--- src/rtl/tlb_walker.sv ---
// Radix page-table walker refilling the TLB from a (va, pcid) miss.
// Latency: LEVELS*(req wait + rsp wait + 2) + 1 cycles from miss accept to insert/fault.
// Backpressure: miss_ready only in IDLE; PTE request held stable until mem_req_ready.
//
// Ports:
//   clk, shutdown_n              clock, async active-low reset
//   root_pa                      table root, sampled when a miss is accepted
//   miss_valid/ready, miss_va, miss_pcid       miss request (ready high only in IDLE)
//   mem_req_valid/ready, mem_req_addr          PTE read request (8-byte PTEs)
//   mem_rsp_valid, mem_rsp_data                PTE data, one response per request
//   insert, ins_va, ins_pa, ins_pcid           one-cycle TLB fill; ins_* hold between fills
//   fault                                      one-cycle pulse on a non-present PTE
//   busy                                       high whenever not IDLE
module tlb_walker #(
  parameter int LEVELS     = 4,
  parameter int IDX_W      = 9,
  parameter int PAGE_SHIFT = 12
) (
  input  logic        clk,
  input  logic        shutdown_n,
  input  logic [63:0] root_pa,
  input  logic        miss_valid,
  input  logic [63:0] miss_va,
  input  logic [11:0] miss_pcid,
  output logic        miss_ready,
  output logic        mem_req_valid,
  output logic [63:0] mem_req_addr,
  input  logic        mem_req_ready,
  input  logic        mem_rsp_valid,
  input  logic [63:0] mem_rsp_data,
  output logic        insert,
  output logic [63:0] ins_va,
  output logic [63:0] ins_pa,
  output logic [11:0] ins_pcid,
  output logic        fault,
  output logic        busy
);

  localparam int LVL_W = (LEVELS > 1) ? $clog2(LEVELS) : 1;
  localparam logic [LVL_W-1:0] TOP_LVL = LVL_W'(LEVELS - 1);

  typedef enum logic [2:0] {
    S_IDLE,
    S_REQ,
    S_WAIT,
    S_DONE,
    S_FAULT
  } state_t;

  state_t           state;
  logic [LVL_W-1:0] lvl;
  logic [63:0]      va_q;
  logic [11:0]      pcid_q;

  // PTE flag/reserved bits other than present are don't-care for the walk.
  logic unused_pte_bits;
  assign unused_pte_bits = ^{mem_rsp_data[63:52], mem_rsp_data[11:1]};

  // Byte address of the PTE selected by va at level l under table base.
  // Arithmetic deliberately wraps modulo 2^64.
  function automatic logic [63:0] pte_addr(input logic [63:0]      base,
                                           input logic [63:0]      va,
                                           input logic [LVL_W-1:0] l);
    logic [IDX_W-1:0] idx;
    idx = IDX_W'(va >> (PAGE_SHIFT + IDX_W * int'(l)));
    return base + ({{(64 - IDX_W){1'b0}}, idx} << 3);
  endfunction

  always_ff @(posedge clk or negedge shutdown_n) begin
    if (!shutdown_n) begin
      state         <= S_IDLE;
      lvl           <= TOP_LVL;
      va_q          <= '0;
      pcid_q        <= '0;
      miss_ready    <= 1'b1;
      mem_req_valid <= 1'b0;
      mem_req_addr  <= '0;
      insert        <= 1'b0;
      fault         <= 1'b0;
      busy          <= 1'b0;
      ins_va        <= '0;
      ins_pa        <= '0;
      ins_pcid      <= '0;
    end else begin
      // Strobes are single-cycle by construction.
      insert <= 1'b0;
      fault  <= 1'b0;
      case (state)
        S_IDLE: begin
          if (miss_valid) begin
            va_q          <= miss_va;
            pcid_q        <= miss_pcid;
            lvl           <= TOP_LVL;
            mem_req_valid <= 1'b1;
            mem_req_addr  <= pte_addr(root_pa, miss_va, TOP_LVL);
            miss_ready    <= 1'b0;
            busy          <= 1'b1;
            state         <= S_REQ;
          end
        end
        S_REQ: begin
          if (mem_req_ready) begin
            mem_req_valid <= 1'b0;
            state         <= S_WAIT;
          end
        end
        S_WAIT: begin
          if (mem_rsp_valid) begin
            if (!mem_rsp_data[0]) begin
              fault <= 1'b1;
              state <= S_FAULT;
            end else if (lvl == '0) begin
              insert   <= 1'b1;
              ins_va   <= va_q;
              ins_pa   <= {12'b0, mem_rsp_data[51:12], va_q[11:0]};
              ins_pcid <= pcid_q;
              state    <= S_DONE;
            end else begin
              // Next-level table base comes straight from the PTE's PPN.
              lvl           <= lvl - 1'b1;
              mem_req_valid <= 1'b1;
              mem_req_addr  <= pte_addr({12'b0, mem_rsp_data[51:12], 12'b0}, va_q, lvl - 1'b1);
              state         <= S_REQ;
            end
          end
        end
        S_DONE, S_FAULT: begin
          miss_ready <= 1'b1;
          busy       <= 1'b0;
          state      <= S_IDLE;
        end
        default: begin
          mem_req_valid <= 1'b0;
          miss_ready    <= 1'b1;
          busy          <= 1'b0;
          state         <= S_IDLE;
        end
      endcase
    end
  end

endmodule

--- config.mk ---
export PLATFORM = sky130hd
export DESIGN_NAME = tlb_walker
export DESIGN_NICKNAME = d
export VERILOG_FILES = /design/src/rtl/tlb_walker.sv
export SDC_FILE = /design/constraint.sdc
export NUM_CORES = 1
export LEC_CHECK = 0
export ABC_CLOCK_PERIOD_IN_PS = 3500
export CORE_MARGIN = 5
export CORE_UTILIZATION = 45
export CTS_BUF_LIST = sky130_fd_sc_hd__clkbuf_16
export CTS_CLUSTER_DIAMETER = 80
export CTS_CLUSTER_SIZE = 12
export DETAILED_ROUTE_END_ITERATION = 7
export PLACE_DENSITY_LB_ADDON = 0.15
export SETUP_SLACK_MARGIN = 0.1
export SLEW_MARGIN = 25
export SYNTH_ARGS = -nofsm -noshare
export SYNTH_HDL_FRONTEND = slang
export SYNTH_SLANG_ARGS = --single-unit
export TNS_END_PERCENT = 5
--- constraint.sdc ---
create_clock -name clk -period 3.5 [get_ports clk]
set_input_delay 0.525 -clock clk [delete_from_list [all_inputs] [get_ports clk]]
set_output_delay 0.525 -clock clk [all_outputs]
set_load 0.02 [all_outputs]
==> results of run 1 <==
[power by group]
group	internal, mW	leakage (nW)	total (mW)	switching (mW)
registers	3.96	3.44	4.54	0.578
clock network	1.37	0.387	2.50	1.13
logic	1.85	3.87	4.27	2.42
total	7.18	7.70	11.3	4.13
[cells in the mapped netlist, types with 4 or more instances]
library cell,instances,area share
nor2_1,57,0.017
mux2_2,116,0.11
nor3_1,12,0.0049
a21oi_1,58,0.023
nor4b_2,4,0.0049
o22ai_1,29,0.015
a211oi_1,8,0.0049
and3_1,13,0.0066
nand3_1,19,0.0077
buf_1,4,0.0012
o21ai_0,20,0.0081
clkbuf_1,43,0.013
nand2b_1,6,0.0030
nand2_1,281,0.085
dfrtp_1,263,0.53
ha_1,10,0.010
o211ai_1,7,0.0043
mux4_2,9,0.016
a2111oi_2,9,0.011
nand4_1,4,0.0020
o21ai_1,16,0.0065
nor4_2,4,0.0041
xnor2_1,52,0.037
xor2_1,4,0.0028
a31oi_1,7,0.0035
inv_1,18,0.0055
buf_2,16,0.0065
nor4_1,4,0.0020
buf_4,24,0.015
[layer usage]
layer,track usage,part of all wire,vias up,wire (microns)
met5,0,0.00072,-,27
met4,0.06465,0.026,4,956
met1,0.2938,0.40,4776,14880
met3,0.07318,0.087,61,3258
li1,-,-,4651,-
met2,0.3937,0.49,357,18180
[stage by stage]
stage | instance area, sq um | utilization
after global routing | 17240 | 0.6380
after floorplan | 12400 | -
after detailed placement | 16520 | 0.6111
after CTS | 17240 | 0.6378
final | 17240 | 0.6380
after global placement | 16520 | 0.6111
[area by class of cell]
| class | instances | area share |
|---|---|---|
| diodes | 2 | 0.0002903 |
| clock buffers | 27 | 0.03919 |
| clock inverters | 10 | 0.002612 |
| inverters | 18 | 0.003919 |
| multi-input cells | 802 | 0.3052 |
| flip-flops and latches | 266 | 0.3863 |
| well taps | 341 | 0.02475 |
| repair buffers | 408 | 0.2377 |
[worst max path at each step]
stage / startpoint / to
2_1_floorplan: lvl[0] / va_q[26]
3_5_place_dp: miss_va[39] / mem_req_addr[35]
5_1_grt: miss_va[39] / mem_req_addr[55]
6_report: miss_va[39] / mem_req_addr[35]
3_3_place_gp: miss_va[39] / mem_req_addr[55]
4_1_cts: miss_va[39] / mem_req_addr[55]
[registers in the layout, indices dropped and copies added, names as in the netlist, 2 cells and up]
| name | cells |
|---|---|
| ins_va | 64 |
| mem_req_addr | 64 |
| va_q | 64 |
| ins_pa | 40 |
| ins_pcid | 12 |
| pcid_q | 12 |
| state | 3 |
| lvl | 2 |
[cells by family (layout without fill, tap and decap cells)]
group	count (synthesis)	count (layout)	share of synthesized area
simple gates	424	424	0.1542
xor+xnor	56	56	0.03970
fa+ha+maj	11	11	0.01175
other cells	1	14	0.0003035
flops	266	266	0.5391
buf+inv	106	463	0.04172
compound gates	174	174	0.09105
mux	125	125	0.1221
==> results.md, run 1 <==
* P per Cell Area at 656.1 nW/um^2
* RSZ-0062 raised after global routing: false
* GRT Util Overall at 0.2341
* Iter 0 DRT Violations at 564
* Synth Area per Inst at 10.62 sq um
* Global route overflow at 0
* Multi-input logic area at between 5000 and 6000 sq um
* Setup slack, reg-to-reg at roughly 0.83 ns
* Vias in the first global route at between 10k and 15k
* Fin. max-slew vios at 0
* Pin count of the biggest net entering global routing at roughly 120
* R2R Path End: mem_req_addr[41]
* Initial antenna violation count at 4
* IO Port Bufs at roughly 380
* Final Net Count at 1742
* R2R depth at 8
* Cell mode on critical path: buf_4
* Final worst slack at roughly 0.66 ns
* Routability Congestion at 0.8518
* Synth Cell Area at approximately 12000 sq um
* CTS tree: yes
* Worst path max stage delay at ~0.48 ns
* Core Region at 27030 sq um
* Fin Setup TNS at 0 ns
* Post-synthesis cell count at between 1k and 1.5k
* Postcts setup bufs at 0
* CTS max path bufs at 3
* WP buf/inv at 4
* Slowest cell on crit path: clkdlybuf4s50_1
* Maximum VDD drop at around 420 uV
* Clk_lat worst skew at around 0.52 ns
* Number of synthesized flops with an enable pin at 0
* Die height at about 180 microns
* CTS root buf: clkbuf_16
* I/O pins at 418
* Global-route wire length before repair at roughly 58 mm
* Rel. slew slack at 0.3849
* DR WL/cell at ~20 microns
* Sequential cell area at 6660 sq um
* Post-CTS Resized at 0
* Rows at 60
* Min cycle time layout at between 2 and 3 ns
* First-pass iteration count of the detailed router at 4
* Fill cell count at approximately 2.2k
* CP cell instances: clkdlybuf4s50_1, ha_1, inv_1, fa_1, nand2b_1, a211oi_2, buf_4, nor2_1, buf_4, nor4_2, xnor2_1, o22ai_1
* Critical path class: in2reg
* Placed insts at between 1.5k and 2k
* Fin crit share at 0.8117
* Commonest non-fill, non-tap cell in the layout: clkdlybuf4s50_1
* Worst-path fanout max at 6
* Tot Pwr at ~11 mW
* Via count at just under 10k
* Hold Slack at between 0.1 and 0.15 ns
* Pre-CTS setup slack at roughly 0.11 ns
* Reg clk slew, reported paths at approximately 0.06 ns
* Fraction of layout cells with a size suffix above 1 at 0.1444
* Max-Cap Viols at 0
* ANT nets after route at 0
* Worst setup SP type: primary input
* Non-filler cells, final at ~1.9k
* Async set-reset flop share out of synthesis at 1.000
* Final setup fails at 0
* Most used DFF post-synth: dfrtp_1
* DR DRC count at 0
* Critical path data arrival time at 3.23 ns
* CTS Sinks at 266
* Sequential cell area fraction in the yosys report at 0.5391
* FF-to-FF Start: lvl[0]
* H-Tree Depth at 1
* Yosys warnings at 0
* Hold Vio Cnt, Final at 0
* Skew final at between 0.015 and 0.02 ns
* Hold_buf cts at 0
* Peak Freq at about 350 MHz
* Full die area at 30870 sq um
* Seq cells post-synth at 266
* Netlist cell types at 58
* Die W at 175.7 microns
* WP data required at 3.89 ns
* Static Leak at 7.695 nW
* Dpl hpwl at 27.00 mm
* CTS Buf Count at 26
* Most frequent cells in the layout: clkdlybuf4s50_1 (381), nand2_1 (280), dfrtp_1 (263)
* Area Growth Syn to Fin at 39.56%
* Slew @ Worst Pin at roughly 0.92 ns
* Worst hold-check path type: in2async
* Outcome: finished clean
* Crit end category: flip-flop
* Via-per-instance ratio at 5.256
* Total Wirelength at around 37 mm
* Initial Util at 0.4571
* CP delay by family, top: buffers and inverters
* Crit path depth at 12
No activity file was read; power rests on OpenSTA's default activity.
==> run 2: changes to the inputs <==
Settings changed: ABC_CLOCK_PERIOD_IN_PS 3500 to 2400, CORE_UTILIZATION 45 to 42.
Clock period 3.5 ns to 2.4 ns, I/O delays scaled along.
==> results.md, run 2 (synthesized netlist as in run 1, its figures left out) <==
* Outcome: finished clean
* Largest regs: ins_va x64, mem_req_addr x64, va_q x64
* Vias in the first global route at about 11k
* Hold Slack at about 0.27 ns
* Psw at 6.174 mW
* Max-Cap Viols at 0
* Most frequent cells in the layout: clkdlybuf4s50_1 (379), nand2_1 (280), dfrtp_1 (263)
* Fin Setup TNS at 0 ns
* Clk_lat worst skew at 0.53 ns
* Register share of total power at 0.391
* Peak Freq at 454.2 MHz
* Fill cell count at ~2.4k
* Reg clk slew, reported paths at around 0.06 ns
* R2R Path End: mem_req_addr[39]
* Commonest non-fill, non-tap cell in the layout: clkdlybuf4s50_1
* Worst setup SP type: primary input
* Maximum VDD drop at 491.8 uV
* Total Wirelength at slightly below 40 mm
* ANT nets after route at 0
* WHS Path Cells at 3
* First-pass iteration count of the detailed router at 5
* Routability Congestion at approximately 0.85
* Die W at 181.5 microns
* WP data required at between 2 and 3 ns
* Initial Util at 0.4281
* Min cycle time layout at 2.202 ns
* Fin crit share at 0.9173
* Pin count of the biggest net entering global routing at between 80 and 90
* CTS Sinks at roughly 270
* Crit end category: flip-flop
* CP delay by family, top: buffers and inverters
* Final Cell Area at 18160 sq um
* Worst path max stage delay at between 0.4 and 0.5 ns
* R2R depth at 7
* DR DRC count at 0
* Global route overflow at 0
* Fin. max-slew vios at 0
* I/O pins at 418
* Full die area at 32950 sq um
* Tot Pwr at ~17 mW
* Initial antenna violation count at 3
* Slowest cell on crit path: clkdlybuf4s50_1
* WHS Endpoint: va_q[39]
* Via count at between 10k and 15k
* Final setup fails at 0
* CTS root buf: clkbuf_16
* Area Growth Syn to Fin at 47.02%
* Worst-path fanout max at 12
* Clock network fraction of design power at 0.218
* Critical path class: in2reg
* Cell Area, Placed at 17340 sq um
* Critical path data arrival time at about 2.6 ns
* Hold_sp: miss_va[39]
* Iter 0 DRT Violations at 540
* IO Port Bufs at about 380
* CTS Buf Count at 26
* GRT Util Overall at 0.2309
* RSZ-0062 raised after global routing: true
* Internal at approximately 11 mW
* Skew final at 0.01145 ns
* Global-route wire length before repair at ~60 mm
* CTS tree: yes
* CP cell instances: clkdlybuf4s50_1, inv_1, fa_1, nand2b_4, a211oi_4, buf_6, nor2_4, nor4bb_2, xnor2_1, o22ai_1
* Worst hold-check path type: in2reg
* Rows at 62
* Via-per-instance ratio at ~5.1
* Setup slack, reg-to-reg at approximately 0.23 ns
* Static Leak at roughly 8.2 nW
* WP buf/inv at 3
* CTS max path bufs at 3
* P per Cell Area at 929.0 nW/um^2
* FF-to-FF Start: lvl[0]
* Final Net Count at between 1.5k and 2k
* H-Tree Depth at 1
* DR WL/cell at 19.43 microns
* Die height at between 150 and 200 microns
* Switch share at 0.3659
* Core Region at 28860 sq um
* Hold Vio Cnt, Final at 0
* Fraction of layout cells with a size suffix above 1 at 0.1953
* Dpl hpwl at roughly 28 mm
* Logic gate share of total power at 0.391
## run 2: cell count changes in the layout (fill, tap and decap cells not counted), moves of 2 or more
| cell | change |
|---|---|
| nor4_1 | -2 |
| buf_4 | +73 |
| dlygate4sd2_1 | +2 |
| clkdlybuf4s50_1 | -2 |
| nor4_2 | +2 |
| buf_12 | +11 |
## run 2: how the worst max path moves through the flow
stage,start,endpoint,depth (start not counted)
2_1_floorplan,root_pa[3],mem_req_addr[43],10
3_3_place_gp,miss_va[39],mem_req_addr[53],10
5_1_grt,root_pa[4],mem_req_addr[21],11
6_report,root_pa[4],mem_req_addr[39],10
4_1_cts,miss_va[47],mem_req_addr[39],9
3_5_place_dp,miss_va[39],mem_req_addr[23],11
## run 2: timing repair
item                                    CTS  global route
gates cloned                              1             0
hold buffers                              1             0
resized for setup                        11             1
endpoints found under the hold margin    45             0
endpoints found under the setup margin   24            18
setup buffers                             2             1
pin swaps                                 2             1
## run 2: cell type report
cell class,count,area [sq um],share of cell area
antenna,1,2.502,0.0001378
clock buffer,27,675.6,0.03720
clock inverter,10,45.04,0.002480
inverter,18,67.56,0.003720
multi-input combinational,803,5346,0.2943
sequential,266,6660,0.3667
tap,384,480.5,0.02645
timing repair buffer,494,4886,0.2690
## run 2: metrics by stage
stage	worst slack (ns)	instances	util
6_report	0.1985	2003	0.6294
5_1_grt	0.08312	2003	0.6294
4_1_cts	0.1125	2001	0.6289
3_5_place_dp	-0.7698	1960	0.6010
3_3_place_gp	-0.7114	1960	0.6010
2_1_floorplan	0.09282	1174	-
## run 2: metal layers
layer,global-route usage,vias to the layer above,part of all wire
li1,-,4842,-
met1,0.3050,4941,0.42
met2,0.3913,341,0.48
met3,0.05922,43,0.074
met4,0.04173,4,0.016
met5,0,-,0.00082
## run 2: power groups by stage
stage	registers [mW]	clock network [mW]	logic (mW)
floorplan	7.15	0	2.92
global placement	6.61	0	6.54
detailed placement	6.67	0	6.64
CTS	6.60	3.79	6.68
global route	6.75	3.95	7.21
finish	6.59	3.69	6.59
## run 2: worst register-to-register path: stages, from the launching register on
cell and delay, ns:
dfstp_2 0.54, inv_1 0.06, ha_1 0.23, o21a_1 0.26, nor3_4 0.28, nand2_4 0.24
buf_12 0.26, o22ai_1 0.22
